### config.mk
export PLATFORM = sky130hd
export DESIGN_NAME = diferential_cfg_loader_flat
export DESIGN_NICKNAME = d
export VERILOG_FILES = /design/src/rtl/diferential_cfg_loader_if.sv /design/src/rtl/diferential_cfg_loader.sv /design/src/flat_wrapper.sv
export SDC_FILE = /design/constraint.sdc
export NUM_CORES = 1
export LEC_CHECK = 0
export BUFFER_PORTS_ARGS = -buffer_cell sky130_fd_sc_hd__buf_2
export CELL_PAD_IN_SITES_DETAIL_PLACEMENT = 0
export CELL_PAD_IN_SITES_GLOBAL_PLACEMENT = 1
export CORE_AREA = 2 2 92 94
export CTS_BUF_LIST = sky130_fd_sc_hd__clkbuf_4
export CTS_CLUSTER_SIZE = 20
export DETAILED_ROUTE_END_ITERATION = 8
export DIE_AREA = 0 0 94 96
export PLACE_DENSITY_LB_ADDON = 0.1
export SYNTH_ARGS = -nofsm -noshare
export SYNTH_HDL_FRONTEND = slang
export SYNTH_SLANG_ARGS = --single-unit
### constraint.sdc
create_clock -name clk -period 1.5 [get_ports clk]
set_clock_uncertainty 0.05 [all_clocks]
set_input_delay 0.075 -clock clk [delete_from_list [all_inputs] [get_ports clk]]
set_output_delay 0.075 -clock clk [all_outputs]
set_load 0.01 [all_outputs]
### src/rtl/diferential_cfg_loader_if.sv
// Serial config loader bus: load-control inputs plus committed-config outputs.
`timescale 1ns/1ps

interface diferential_cfg_loader_if #(
  parameter int unsigned TOTAL = 36
);
  logic             start;
  logic             din;
  logic             din_valid;
  logic [TOTAL-1:0] cfg_bus;
  logic             cell_run;
  logic             busy;
  logic             cfg_err;

  // Pin-side driver of the loader
  modport master (
    output start, din, din_valid,
    input  cfg_bus, cell_run, busy, cfg_err
  );

  // Loader itself
  modport slave (
    input  start, din, din_valid,
    output cfg_bus, cell_run, busy, cfg_err
  );
endinterface

### src/rtl/diferential_cfg_loader.sv
// Serial configuration loader and run sequencer for the muxpga cell array.
// Shifts in one CFG_W-bit word per cell MSB-first, commits the whole payload
// into cfg_bus in one edge, then enables the array via cell_run.
// Optional macro DIFERENTIAL_CFG_PARITY_EN adds a trailing even-parity bit
// and an ERR state; without it cfg_err is tied low.
`timescale 1ns/1ps

module diferential_cfg_loader #(
  parameter int unsigned NCELLS = 9,
  parameter int unsigned CFG_W  = 4
) (
  input  logic                    clk,
  input  logic                    reset_n,
  diferential_cfg_loader_if.slave bus
);

  localparam int unsigned TOTAL = NCELLS * CFG_W;
  localparam int unsigned CNT_W = $clog2(TOTAL + 1);
  localparam logic [CNT_W-1:0] LAST_IDX = CNT_W'(TOTAL - 1);

`ifdef DIFERENTIAL_CFG_PARITY_EN
  typedef enum logic [2:0] {
    ST_IDLE   = 3'd0,
    ST_SHIFT  = 3'd1,
    ST_PAR    = 3'd2,
    ST_COMMIT = 3'd3,
    ST_RUN    = 3'd4,
    ST_ERR    = 3'd5
  } state_t;
`else
  typedef enum logic [2:0] {
    ST_IDLE   = 3'd0,
    ST_SHIFT  = 3'd1,
    ST_COMMIT = 3'd3,
    ST_RUN    = 3'd4
  } state_t;
`endif

  state_t           state_q, state_d;
  logic [TOTAL-1:0] sr_q, sr_d;
  logic [CNT_W-1:0] cnt_q, cnt_d;
  logic [TOTAL-1:0] cfg_q, cfg_d;
  logic             run_q, run_d;
  logic             busy_q, busy_d;
  logic             err_q, err_d;

  // Next-state, datapath and next-output decode; start overrides everything
  always_comb begin
    state_d = state_q;
    sr_d    = sr_q;
    cnt_d   = cnt_q;
    cfg_d   = cfg_q;
    if (bus.start) begin
      state_d = ST_SHIFT;
      cnt_d   = '0;
    end else begin
      case (state_q)
        ST_SHIFT: begin
          if (bus.din_valid) begin
            sr_d  = {sr_q[TOTAL-2:0], bus.din};
            cnt_d = cnt_q + CNT_W'(1);
            if (cnt_q == LAST_IDX) begin
`ifdef DIFERENTIAL_CFG_PARITY_EN
              state_d = ST_PAR;
`else
              state_d = ST_COMMIT;
`endif
            end
          end
        end
`ifdef DIFERENTIAL_CFG_PARITY_EN
        ST_PAR: begin
          if (bus.din_valid) begin
            state_d = (^{sr_q, bus.din}) ? ST_ERR : ST_COMMIT;
          end
        end
`endif
        ST_COMMIT: begin
          cfg_d   = sr_q;
          state_d = ST_RUN;
        end
        default: ;
      endcase
    end
    // Outputs are registered from the next state so they track the state register
    run_d  = (state_d == ST_RUN);
`ifdef DIFERENTIAL_CFG_PARITY_EN
    busy_d = (state_d == ST_SHIFT) || (state_d == ST_PAR) || (state_d == ST_COMMIT);
    err_d  = (state_d == ST_ERR);
`else
    busy_d = (state_d == ST_SHIFT) || (state_d == ST_COMMIT);
    err_d  = 1'b0;
`endif
  end

  // State, datapath and output registers with synchronous active-low reset
  always_ff @(posedge clk) begin
    if (!reset_n) begin
      state_q <= ST_IDLE;
      sr_q    <= '0;
      cnt_q   <= '0;
      cfg_q   <= '0;
      run_q   <= 1'b0;
      busy_q  <= 1'b0;
      err_q   <= 1'b0;
    end else begin
      state_q <= state_d;
      sr_q    <= sr_d;
      cnt_q   <= cnt_d;
      cfg_q   <= cfg_d;
      run_q   <= run_d;
      busy_q  <= busy_d;
      err_q   <= err_d;
    end
  end

  assign bus.cfg_bus  = cfg_q;
  assign bus.cell_run = run_q;
  assign bus.busy     = busy_q;
`ifdef DIFERENTIAL_CFG_PARITY_EN
  assign bus.cfg_err  = err_q;
`else
  assign bus.cfg_err  = 1'b0;
`endif

endmodule
### src/flat_wrapper.sv
// flat-port wrapper written by rule: the top's interface ports become plain ports
module diferential_cfg_loader_flat 
#(
  parameter int unsigned NCELLS = 9,
  parameter int unsigned CFG_W  = 4
)
  (clk, reset_n, bus_start, bus_din, bus_din_valid, bus_cfg_bus, bus_cell_run, bus_busy, bus_cfg_err);
  diferential_cfg_loader_if bus_i ();
  input  logic clk;
  input  logic reset_n;
  input wire logic [$bits(bus_i.start)-1:0] bus_start;
  input wire logic [$bits(bus_i.din)-1:0] bus_din;
  input wire logic [$bits(bus_i.din_valid)-1:0] bus_din_valid;
  output wire logic [$bits(bus_i.cfg_bus)-1:0] bus_cfg_bus;
  output wire logic [$bits(bus_i.cell_run)-1:0] bus_cell_run;
  output wire logic [$bits(bus_i.busy)-1:0] bus_busy;
  output wire logic [$bits(bus_i.cfg_err)-1:0] bus_cfg_err;
  assign bus_i.start = bus_start;
  assign bus_i.din = bus_din;
  assign bus_i.din_valid = bus_din_valid;
  assign bus_cfg_bus = bus_i.cfg_bus;
  assign bus_cell_run = bus_i.cell_run;
  assign bus_busy = bus_i.busy;
  assign bus_cfg_err = bus_i.cfg_err;
  diferential_cfg_loader #(.NCELLS(NCELLS), .CFG_W(CFG_W)) u_core (.clk(clk), .reset_n(reset_n), .bus(bus_i));
endmodule
After elaboration in Yosys (flattened, before gate mapping):

Index checks and enable logic that the tools add are counted.

* output and inout port bits: 39
* register bits: 83

* muxes and demuxes: 4
* eq/ne operators: 6
* reduce and logical (&&, ||, !) cells: 5
* bitwise gates (word level): 2
* $add $sub $neg: 1

Operators by type and width (count)
* $mux 3: 3
* $add 6x1->6 const B: 1
* $eq 3x1->1 const B: 2
* $eq 3x2->1 const B: 2
* $eq 6x6->1 const B: 1
* $pmux 3 s2: 1
* $reduce_and 2->1: 2
* $eq 3x3->1 const B: 1
* $reduce_and 3->1: 1
* $not 1->1: 2
* $reduce_or 2->1: 1
* $logic_or 1x1->1: 1

Longest topological paths before layout:

Gate-level depths: netlist of the first run.

* depth in word-level cells: 7
* gate-level depth with buffers: 6

Least setup slack after synthesis of the first run:

Ideal clock, no wire load.

* path kind: flip-flop to flip-flop
* from: register u_core.state_q[1]
* to: register u_core.cnt_q[5]
* cell stages (with the launch flop): 6
* setup time: 0.071 ns
* buffers on the path: 2
* data arrival time: 1.328 ns
* setup slack: 0.051 ns
* required time: 1.379 ns
* path through: dfxtp_1 > buf_6 > nand4bb_1 > clkbuf_2 > or4_1 > a21oi_1

* word-level cells in the longest chain between the ends: 2

Ends and longest elaborated chain
* start: declaration: RTL line diferential_cfg_loader.sv:39 `state_t state_q, state_d;`
* start signal: assignment: RTL line diferential_cfg_loader.sv:107 `state_q <= state_d;`
* $eq 3x1->1: RTL line diferential_cfg_loader.sv:57 `case (state_q)`
* $reduce_and 2->1 (no source line)
* end signal: assignment: RTL line diferential_cfg_loader.sv:109 `cnt_q <= cnt_d;`
* end: declaration: RTL line diferential_cfg_loader.sv:41 `logic [CNT_W-1:0] cnt_q, cnt_d;`

No other way between the ends.
A chain may end at the register's enable or synchronous reset.

Final worst setup path of the first run:

* from: register u_core.cnt_q[0]
* to: register u_core.cnt_q[4]

* word-level cells in the longest chain between the ends: 1

Ends and longest elaborated chain
* $add 6x1->6: RTL line diferential_cfg_loader.sv:61 `cnt_d = cnt_q + CNT_W'(1);`

No other way between the ends.

==> results of run 1 <==
==> per-layer routing <==
layer	share of wire (%)	up-vias	track usage (%)
met5	0	-	0
met4	2.0	0	8.21
met3	3.6	13	3.05
met2	46	49	26.8
met1	48	1263	21.4
li1	-	1381	-
==> Yosys cell counts, types with 2 or more instances <==
library cell,n,area share [%]
or3_1,3,0.61
or4_1,2,0.49
nand2_1,77,9.4
a21oi_1,82,13
nand4bb_1,2,0.73
nand3_1,38,6.2
nor2_1,2,0.24
buf_2,8,1.3
inv_1,5,0.61
dfxtp_1,83,54
nand3b_1,2,0.49
clkbuf_1,23,2.8
o21ai_0,40,6.5
o31ai_1,2,0.49
==> flip-flops by register name, summed over array words and instances, names as in the netlist <==
register,flops
u_core.bus.busy,1
u_core.bus.cell_run,1
u_core.bus.cfg_bus,36
u_core.cnt_q,6
u_core.sr_q,36
u_core.state_q,3
==> cell type report <==
cell class / count / area [µm²] / area share [%]
flip-flops and latches: 83 / 1660 / 45.1
multi-input cells: 256 / 1280 / 34.8
repair buffers: 67 / 459 / 12.5
well taps: 105 / 131 / 3.57
clock buffers: 10 / 75.1 / 2.04
clock inverters: 5 / 55.1 / 1.49
inverters: 5 / 18.8 / 0.509
==> worst paths after layout <==
path	from	endpoint	slack (ns)
setup / recovery	u_core.cnt_q[0]$_SDFFE_PP0P_	u_core.cnt_q[4]$_SDFFE_PP0P_	0.08
hold / removal	bus_start	u_core.sr_q[25]$_SDFFE_PN0P_	0.05
setup reg to reg	u_core.cnt_q[0]$_SDFFE_PP0P_	u_core.cnt_q[4]$_SDFFE_PP0P_	0.08
hold reg to reg	u_core.bus.cfg_bus[1]$_SDFFE_PN0P_	u_core.bus.cfg_bus[1]$_SDFFE_PN0P_	0.41
==> what timing repair did <==
item / CTS / global route
hold buffers: 1 / 0
hold endpoints to repair: 1 / 0
gates resized for setup: 0 / 11
endpoints found under the setup margin: 0 / 38
buffers inserted: 0 / 2
==> metrics by stage <==
stage                     TNS, ns  instance area (µm²)  power, W  hold WS [ns]
final                           0                 3680   0.00365        0.0478
after global routing       -0.122                 3680   0.00380        0.0623
after CTS                       0                 3610   0.00369        0.0297
after detailed placement        0                 3470   0.00243         0.293
after global placement          0                 3470   0.00243         0.286
after floorplan                 0                 3070   0.00236         0.173
==> worst max-delay path, stage by stage, from the launching register on <==
cell and delay, ns:
dfxtp_1 0.39, ha_1 0.19, inv_1 0.08, or4_1 0.50
a21oi_1 0.14
==> cells by family after synthesis <==
group	synth area share [%]
buffers and inverters	5.62
AO/OA/AOI/OAI	20.3
AND/OR/NAND/NOR	19.2
adder cells (fa/ha/maj)	0.407
flip-flops	54.0
XOR/XNOR	0.285
other	0.122
==> power breakdown <==
group          switching (W)  leakage [nW]  internal (W)  total, W
combinational       0.000123         0.563     0.0000517  0.000175
clock               0.000749        0.0683      0.000512   0.00126
sequential        0.00000322         0.669       0.00221   0.00221
==> impl_metrics.json, run 1 <==
{
  "die_h_um": 96,
  "max_freq_mhz": 703,
  "core_um2": 8050,
  "fin_nets": 428,
  "drcViolationCount": 0,
  "whs_path_depth": 3,
  "mostFrequentLayoutCell": "dfxtp_1",
  "row_count": 33,
  "fin_ws_ns": 0.0774,
  "syn-cell-area_um2": 3070,
  "gp_congestion": 0.811,
  "ant_nets": 0,
  "syn_inst": 379,
  "synth-seq-cells": 83,
  "drt_iter0_drc": 147,
  "dp_hpwl_mm": 4.52,
  "drive_above_1_share_pct": 21.6,
  "worstPathArrival_ns": 1.74,
  "dp_cells": 512,
  "clock_path_buffers": 2,
  "clock_latency_ns": 0.43,
  "cellPowerDensity_nw_per_um2": 990,
  "first_global_vias": 2450,
  "p_leak_nw": 1.30,
  "synth_ff_type": "dfxtp_1",
  "ios": 44,
  "cts_inserted_buffers": 9,
  "wl_per_cell_um": 13.7,
  "htree_num_levels": 3,
  "start_util_pct": 38.2,
  "maxCapViolations": 0,
  "outcome": "finished, final reports clean",
  "synth_edf_count": 0,
  "cp-end-kind": "flip-flop",
  "finalHoldViolCount": 0,
  "finalNonFillerCells": 531,
  "syn2layout_area_growth_pct": 19.9,
  "vias": 2706,
  "crit_type": "flip-flop to flip-flop",
  "yosysUniqueCellTypes": 24,
  "period_share_pct": 94.8,
  "vias_per_cell": 5.10,
  "path_clk_slew_ns": 0.13,
  "avgSynthCellArea_um2": 8.11,
  "grt_util_all_layers_pct": 16.6,
  "pre_cts_slack_ns": 0.0689,
  "required_ns": 1.81,
  "post-route-min-period_ns": 1.42,
  "diodes": 0,
  "root_buffer": "clkbuf_4",
  "min_path_type": "primary input to flip-flop",
  "antenna_found_initial": 0,
  "nFillCells": 860,
  "finalSetupViolations": 0,
  "drv_slew": 0,
  "yosysSeqAreaShare_pct": 54.0,
  "peakVddDrop_mv": 0.431,
  "port_buffers": 42,
  "rsz0062_at_grt": "yes",
  "async_flop_share_pct": 0,
  "dieWidth_um": 94,
  "numClockSinks": 83,
  "grt_max_degree": 43,
  "reg2regPathDepth": 4,
  "finalCoreUtilization_pct": 45.8,
  "start_kind": "flip-flop",
  "critical_path_peak_fanout": 4,
  "drt-pass1-iter-count": 4,
  "grt_overflow_total": 0,
  "die-area_um2": 9020,
  "wl_mm": 7.28,
  "cts_tree": "built",
  "synth_nets": 385,
  "yosys_warnings": 0,
  "final_cell_mix": "82 x dfxtp_1, 77 x nand2_1, 76 x a21oi_1",
  "grt_pass1_wl_mm": 11.8
}
Power figures use the tool's default switching activity.
==> inputs of run 2 (changes only) <==
--- a/config.mk
+++ b/config.mk
@@ -6,14 +6,13 @@
 export NUM_CORES = 1
 export LEC_CHECK = 0
 export BUFFER_PORTS_ARGS = -buffer_cell sky130_fd_sc_hd__buf_2
-export CELL_PAD_IN_SITES_DETAIL_PLACEMENT = 0
-export CELL_PAD_IN_SITES_GLOBAL_PLACEMENT = 1
-export CORE_AREA = 2 2 92 94
+export CORE_AREA = 2 2 80 82
 export CTS_BUF_LIST = sky130_fd_sc_hd__clkbuf_4
 export CTS_CLUSTER_SIZE = 20
 export DETAILED_ROUTE_END_ITERATION = 8
-export DIE_AREA = 0 0 94 96
-export PLACE_DENSITY_LB_ADDON = 0.1
+export DIE_AREA = 0 0 82 84
+export PLACE_DENSITY = 0.75
+export REMOVE_ABC_BUFFERS = 1
 export SYNTH_ARGS = -nofsm -noshare
 export SYNTH_HDL_FRONTEND = slang
 export SYNTH_SLANG_ARGS = --single-unit
==> impl_metrics.json, run 2 (synthesis results as in run 1) <==
{
  "outcome": "finished, final reports clean",
  "clock_latency_ns": 0.42,
  "switching_share_pct": 23.0,
  "start_kind": "flip-flop",
  "post-route-min-period_ns": 1.45,
  "fin_ws_ns": 0.0521,
  "drt_iter0_drc": 257,
  "drcViolationCount": 0,
  "maxCapViolations": 0,
  "p_leak_nw": 1.28,
  "place_area_um2": 3390,
  "internal_power_w": 0.00292,
  "mostFrequentLayoutCell": "dfxtp_1",
  "diodes": 0,
  "final_cell_mix": "82 x dfxtp_1, 79 x a21oi_1, 77 x nand2_1",
  "period_share_pct": 96.5,
  "start_util_pct": 50.4,
  "crit_type": "flip-flop to flip-flop",
  "seqPwrFrac_pct": 58.3,
  "fin_nets": 422,
  "rsz0062_at_grt": "yes",
  "power_frac_clock_pct": 37.6,
  "p_comb_share_pct": 4.1,
  "grt_overflow_total": 0,
  "vias": 2709,
  "grt_max_degree": 50,
  "critical_path_peak_fanout": 5,
  "cts_inserted_buffers": 9,
  "wl_per_cell_um": 12.8,
  "grtUsageMet1_pct": 24.7,
  "vias_per_cell": 5.44,
  "die-area_um2": 6890,
  "ant_nets": 0,
  "clock_path_buffers": 2,
  "gp_congestion": 0.751,
  "crit_chain": "nand4bb_1, or4_1, a21oi_1",
  "drv_slew": 0,
  "p_sw_w": 0.000872,
  "drt-pass1-iter-count": 4,
  "dp_hpwl_mm": 4.03,
  "worstPathArrival_ns": 1.74,
  "cts_tree": "built",
  "met3_usage_pct": 4.55,
  "cellPowerDensity_nw_per_um2": 1060,
  "min_path_type": "primary input to flip-flop",
  "required_ns": 1.80,
  "pre_cts_slack_ns": 0.0843,
  "busiest_layer": "met2",
  "max_freq_mhz": 691,
  "wl_mm": 6.39,
  "slowest_delay_ns": 0.57,
  "grt_pass1_wl_mm": 10.7,
  "antenna_found_initial": 0,
  "cp-end-kind": "flip-flop",
  "path_clk_slew_ns": 0.13,
  "ios": 44,
  "port_buffers": 42,
  "finalHoldViolCount": 0,
  "finalCoreUtilization_pct": 58.8,
  "first_global_vias": 2451,
  "use_met2_pct": 31.6,
  "peakVddDrop_mv": 0.605,
  "numClockSinks": 83,
  "syn2layout_area_growth_pct": 16.7,
  "finalSetupViolations": 0,
  "drive_above_1_share_pct": 19.2,
  "dieWidth_um": 82,
  "worst_path_max_delay_cell": "or4_1",
  "grt_util_all_layers_pct": 19.5,
  "row_count": 29,
  "fin_area_um2": 3590,
  "htree_num_levels": 3,
  "root_buffer": "clkbuf_4",
  "die_h_um": 84,
  "core_um2": 6100
}
run 2: changes by cell type in the layout (fill, tap and decap cells not counted), sizes merged:
cell / previous run / this run
clkinv: 2 / 4
clkbuf: 11 / 9
bufinv: 1 / 2
clkinvlp: 2 / 1
buf: 65 / 60
run 2: path summary, 6_finish.rpt:
check,from,depth (start not counted),endpoint,slack (ns)
worst max register to register,u_core.state_q[2]$_SDFF_PN0_,3,u_core.cnt_q[5]$_SDFFE_PP0P_,0.05
worst min-delay path,reset_n,3,u_core.cnt_q[4]$_SDFFE_PP0P_,0.05
worst max-delay path,u_core.state_q[2]$_SDFF_PN0_,3,u_core.cnt_q[5]$_SDFFE_PP0P_,0.05
worst min register to register,u_core.bus.cfg_bus[21]$_SDFFE_PN0P_,2,u_core.bus.cfg_bus[21]$_SDFFE_PN0P_,0.41
run 2: repair_timing:
action,in CTS,in global routing
resized for setup,0,8
setup endpoints to repair,0,23
endpoints found under the hold margin,1,0
buffers inserted,0,0
hold buffers,1,0
run 2: final cells by class:
class,count,area (µm²)
inverters,5,18.8
well taps,77,96.3
multi-input cells,256,1270
repair buffers,61,383
fillers,580,2510
clock buffers,9,67.6
flip-flops and latches,83,1660
clock inverters,7,92.6
run 2: power groups by stage:
stage	sequential, W	clock, W	combinational, W
after global placement	0.00226	0	0.000150
after detailed placement	0.00226	0	0.000151
after global routing	0.00221	0.00155	0.000171
final	0.00221	0.00143	0.000157
after floorplan	0.00226	0	0.0000664
after CTS	0.00221	0.00146	0.000153
run 2: stage by stage:
stage          setup TNS, ns  total power, W  cells  hold slack [ns]
6_report                   0         0.00379    498           0.0543
5_1_grt              -0.0175         0.00393    498           0.0815
4_1_cts                    0         0.00382    498           0.0369
3_5_place_dp               0         0.00241    481            0.297
3_3_place_gp               0         0.00241    481            0.286
2_1_floorplan         -86.73         0.00233    344            0.173
run 2: routing by layer:
metal | part of all wire [%] | vias to the layer above
li1 | - | 1373
met1 | 46 | 1247
met2 | 47 | 79
met3 | 5.5 | 10
met4 | 1.6 | 0
met5 | 0 | -
run 2: critical path: cells and delay by family, from the launching register on:
kind	cells	cell delay [ns]
compound gates	1	0.16
flops	1	0.33
simple gates	2	0.85
==> inputs of run 3 (changes only) <==
==> constraint.sdc (replaced) <==
create_clock -name clk -period 1.3 [get_ports clk]
set_clock_uncertainty 0.05 [all_clocks]
set_input_delay 0.065 -clock clk [delete_from_list [all_inputs] [get_ports clk]]
set_output_delay 0.065 -clock clk [all_outputs]
set_load 0.01 [all_outputs]
==> impl_metrics.json, run 3 (synthesis results as in run 1) <==
{
  "outcome": "finished with violations",
  "violations": "setup timing",
  "drv_slew": 0,
  "antenna_found_initial": 0,
  "final_cell_mix": "78 x dfxtp_1, 65 x nand2_1, 64 x a21oi_1",
  "grt_overflow_total": 0,
  "worstPathArrival_ns": 1.85,
  "clock_path_buffers": 2,
  "p_comb_share_pct": 6.4,
  "diodes": 0,
  "finalCoreUtilization_pct": 67.2,
  "seqPwrFrac_pct": 59.3,
  "path_clk_slew_ns": 0.13,
  "period_share_pct": 117,
  "power_frac_clock_pct": 34.4,
  "drive_above_1_share_pct": 33.0,
  "dp_hpwl_mm": 4.13,
  "crit_type": "flip-flop to flip-flop",
  "fin_nets": 443,
  "clock_latency_ns": 0.44,
  "ant_nets": 0,
  "dp_cells": 487,
  "root_buffer": "clkbuf_4",
  "internal_power_w": 0.00327,
  "rsz0062_at_grt": "yes",
  "syn2layout_area_growth_pct": 33.2,
  "vias": 2901,
  "p_leak_nw": 1.49,
  "maxCapViolations": 0,
  "grt_pass1_wl_mm": 11.7,
  "wl_per_cell_um": 14.9,
  "switching_share_pct": 24.2,
  "cts_inserted_buffers": 9,
  "vias_per_cell": 5.59,
  "die-area_um2": 6890,
  "wl_mm": 7.74,
  "grt_util_all_layers_pct": 21.8,
  "die_h_um": 84,
  "finalSetupViolations": 79,
  "fin_ws_ns": -0.222,
  "required_ns": 1.63,
  "htree_num_levels": 3,
  "start_util_pct": 50.4,
  "drcViolationCount": 0,
  "tns_ns": -9.34,
  "grt_max_degree": 55,
  "first_global_vias": 2519,
  "cp-end-kind": "flip-flop",
  "place_area_um2": 3470,
  "gp_congestion": 0.756,
  "core_um2": 6100,
  "fin_area_um2": 4100,
  "drt_iter0_drc": 236,
  "dieWidth_um": 82,
  "finalNonFillerCells": 519,
  "max_freq_mhz": 657,
  "post-route-min-period_ns": 1.52,
  "cts_tree": "built",
  "finalHoldViolCount": 0,
  "cellPowerDensity_nw_per_um2": 1050,
  "start_kind": "flip-flop",
  "peakVddDrop_mv": 0.732,
  "port_buffers": 42,
  "min_path_type": "primary input to flip-flop",
  "ios": 44,
  "numClockSinks": 83,
  "drt-pass1-iter-count": 4,
  "p_sw_w": 0.00105,
  "row_count": 29,
  "mostFrequentLayoutCell": "dfxtp_1",
  "critical_path_peak_fanout": 6
}
==> run 3: cell types whose count changed in the layout (fill, tap and decap cells not counted), moves of 3 or more <==
cell	change
buf_4	+7
buf_12	+5
nand2_4	+3
nand3_1	-8
dfxtp_1	-4
nand2_2	+9
o21ai_1	+6
a21oi_1	-15
buf_16	+3
a21oi_2	+15
nand3_2	+7
o21ai_0	-7
dfxtp_2	+4
nand2_1	-12
==> run 3: critical path: stages (launching register included) <==
cell	delay [ns]
dfxtp_2	0.35
buf_6	0.13
and4bb_4	0.42
buf_12	0.14
buf_16	0.12
nand3_1	0.12
a21oi_2	0.15
==> run 3: repair_timing <==
action	in CTS	in global routing
endpoints found under the hold margin	1	0
cloned	4	2
hold buffers	1	0
pin swaps	9	20
setup buffers	7	2
gates resized for setup	27	50
endpoints found under the setup margin	79	80
==> run 3: cell type report <==
class | instances | area, µm²
Clock buffer | 10 | 75.1
Clock inverter | 6 | 65.1
Fill cell | 458 | 2000
Inverter | 5 | 18.8
Multi-Input combinational cell | 256 | 1450
Sequential cell | 83 | 1670
Tap cell | 77 | 96.3
Timing Repair Buffer | 82 | 721
==> run 3: routing by layer <==
metal  share of wire, %  vias up  track usage, %
li1                   -     1417               -
met3                4.7       15            4.22
met5                  0        -               0
met4                2.0        0            11.5
met1                 44     1381            28.9
met2                 49       88            33.3
==> run 3: through the flow <==
stage | hold slack, ns | power [W] | setup slack [ns]
2_1_floorplan | 0.163 | 0.00269 | -2.16
3_3_place_gp | 0.276 | 0.00280 | -0.0991
3_5_place_dp | 0.288 | 0.00280 | -0.157
4_1_cts | 0.0243 | 0.00429 | -0.109
5_1_grt | 0.0262 | 0.00444 | -0.248
6_report | 0.0316 | 0.00431 | -0.222
==> run 3: final timing paths <==
path / startpoint / to / slack (ns) / cells after the start
min: reset_n / u_core.sr_q[1]$_SDFFE_PN0P_ / 0.03 / 4
max: u_core.state_q[2]$_SDFF_PN0_ / u_core.sr_q[9]$_SDFFE_PN0P_ / -0.22 / 6
min reg2reg: u_core.sr_q[35]$_SDFFE_PN0P_ / u_core.bus.cfg_bus[35]$_SDFFE_PN0P_ / 0.41 / 2
max reg2reg: u_core.state_q[2]$_SDFF_PN0_ / u_core.sr_q[9]$_SDFFE_PN0P_ / -0.22 / 6
==> run 3: power groups by stage <==
stage / clock network (W) / logic, W / registers, W
after floorplan: 0 / 0.0000766 / 0.00261
after global placement: 0 / 0.000189 / 0.00261
after detailed placement: 0 / 0.000190 / 0.00261
after CTS: 0.00150 / 0.000238 / 0.00255
after global routing: 0.00159 / 0.000292 / 0.00256
final: 0.00148 / 0.000276 / 0.00255
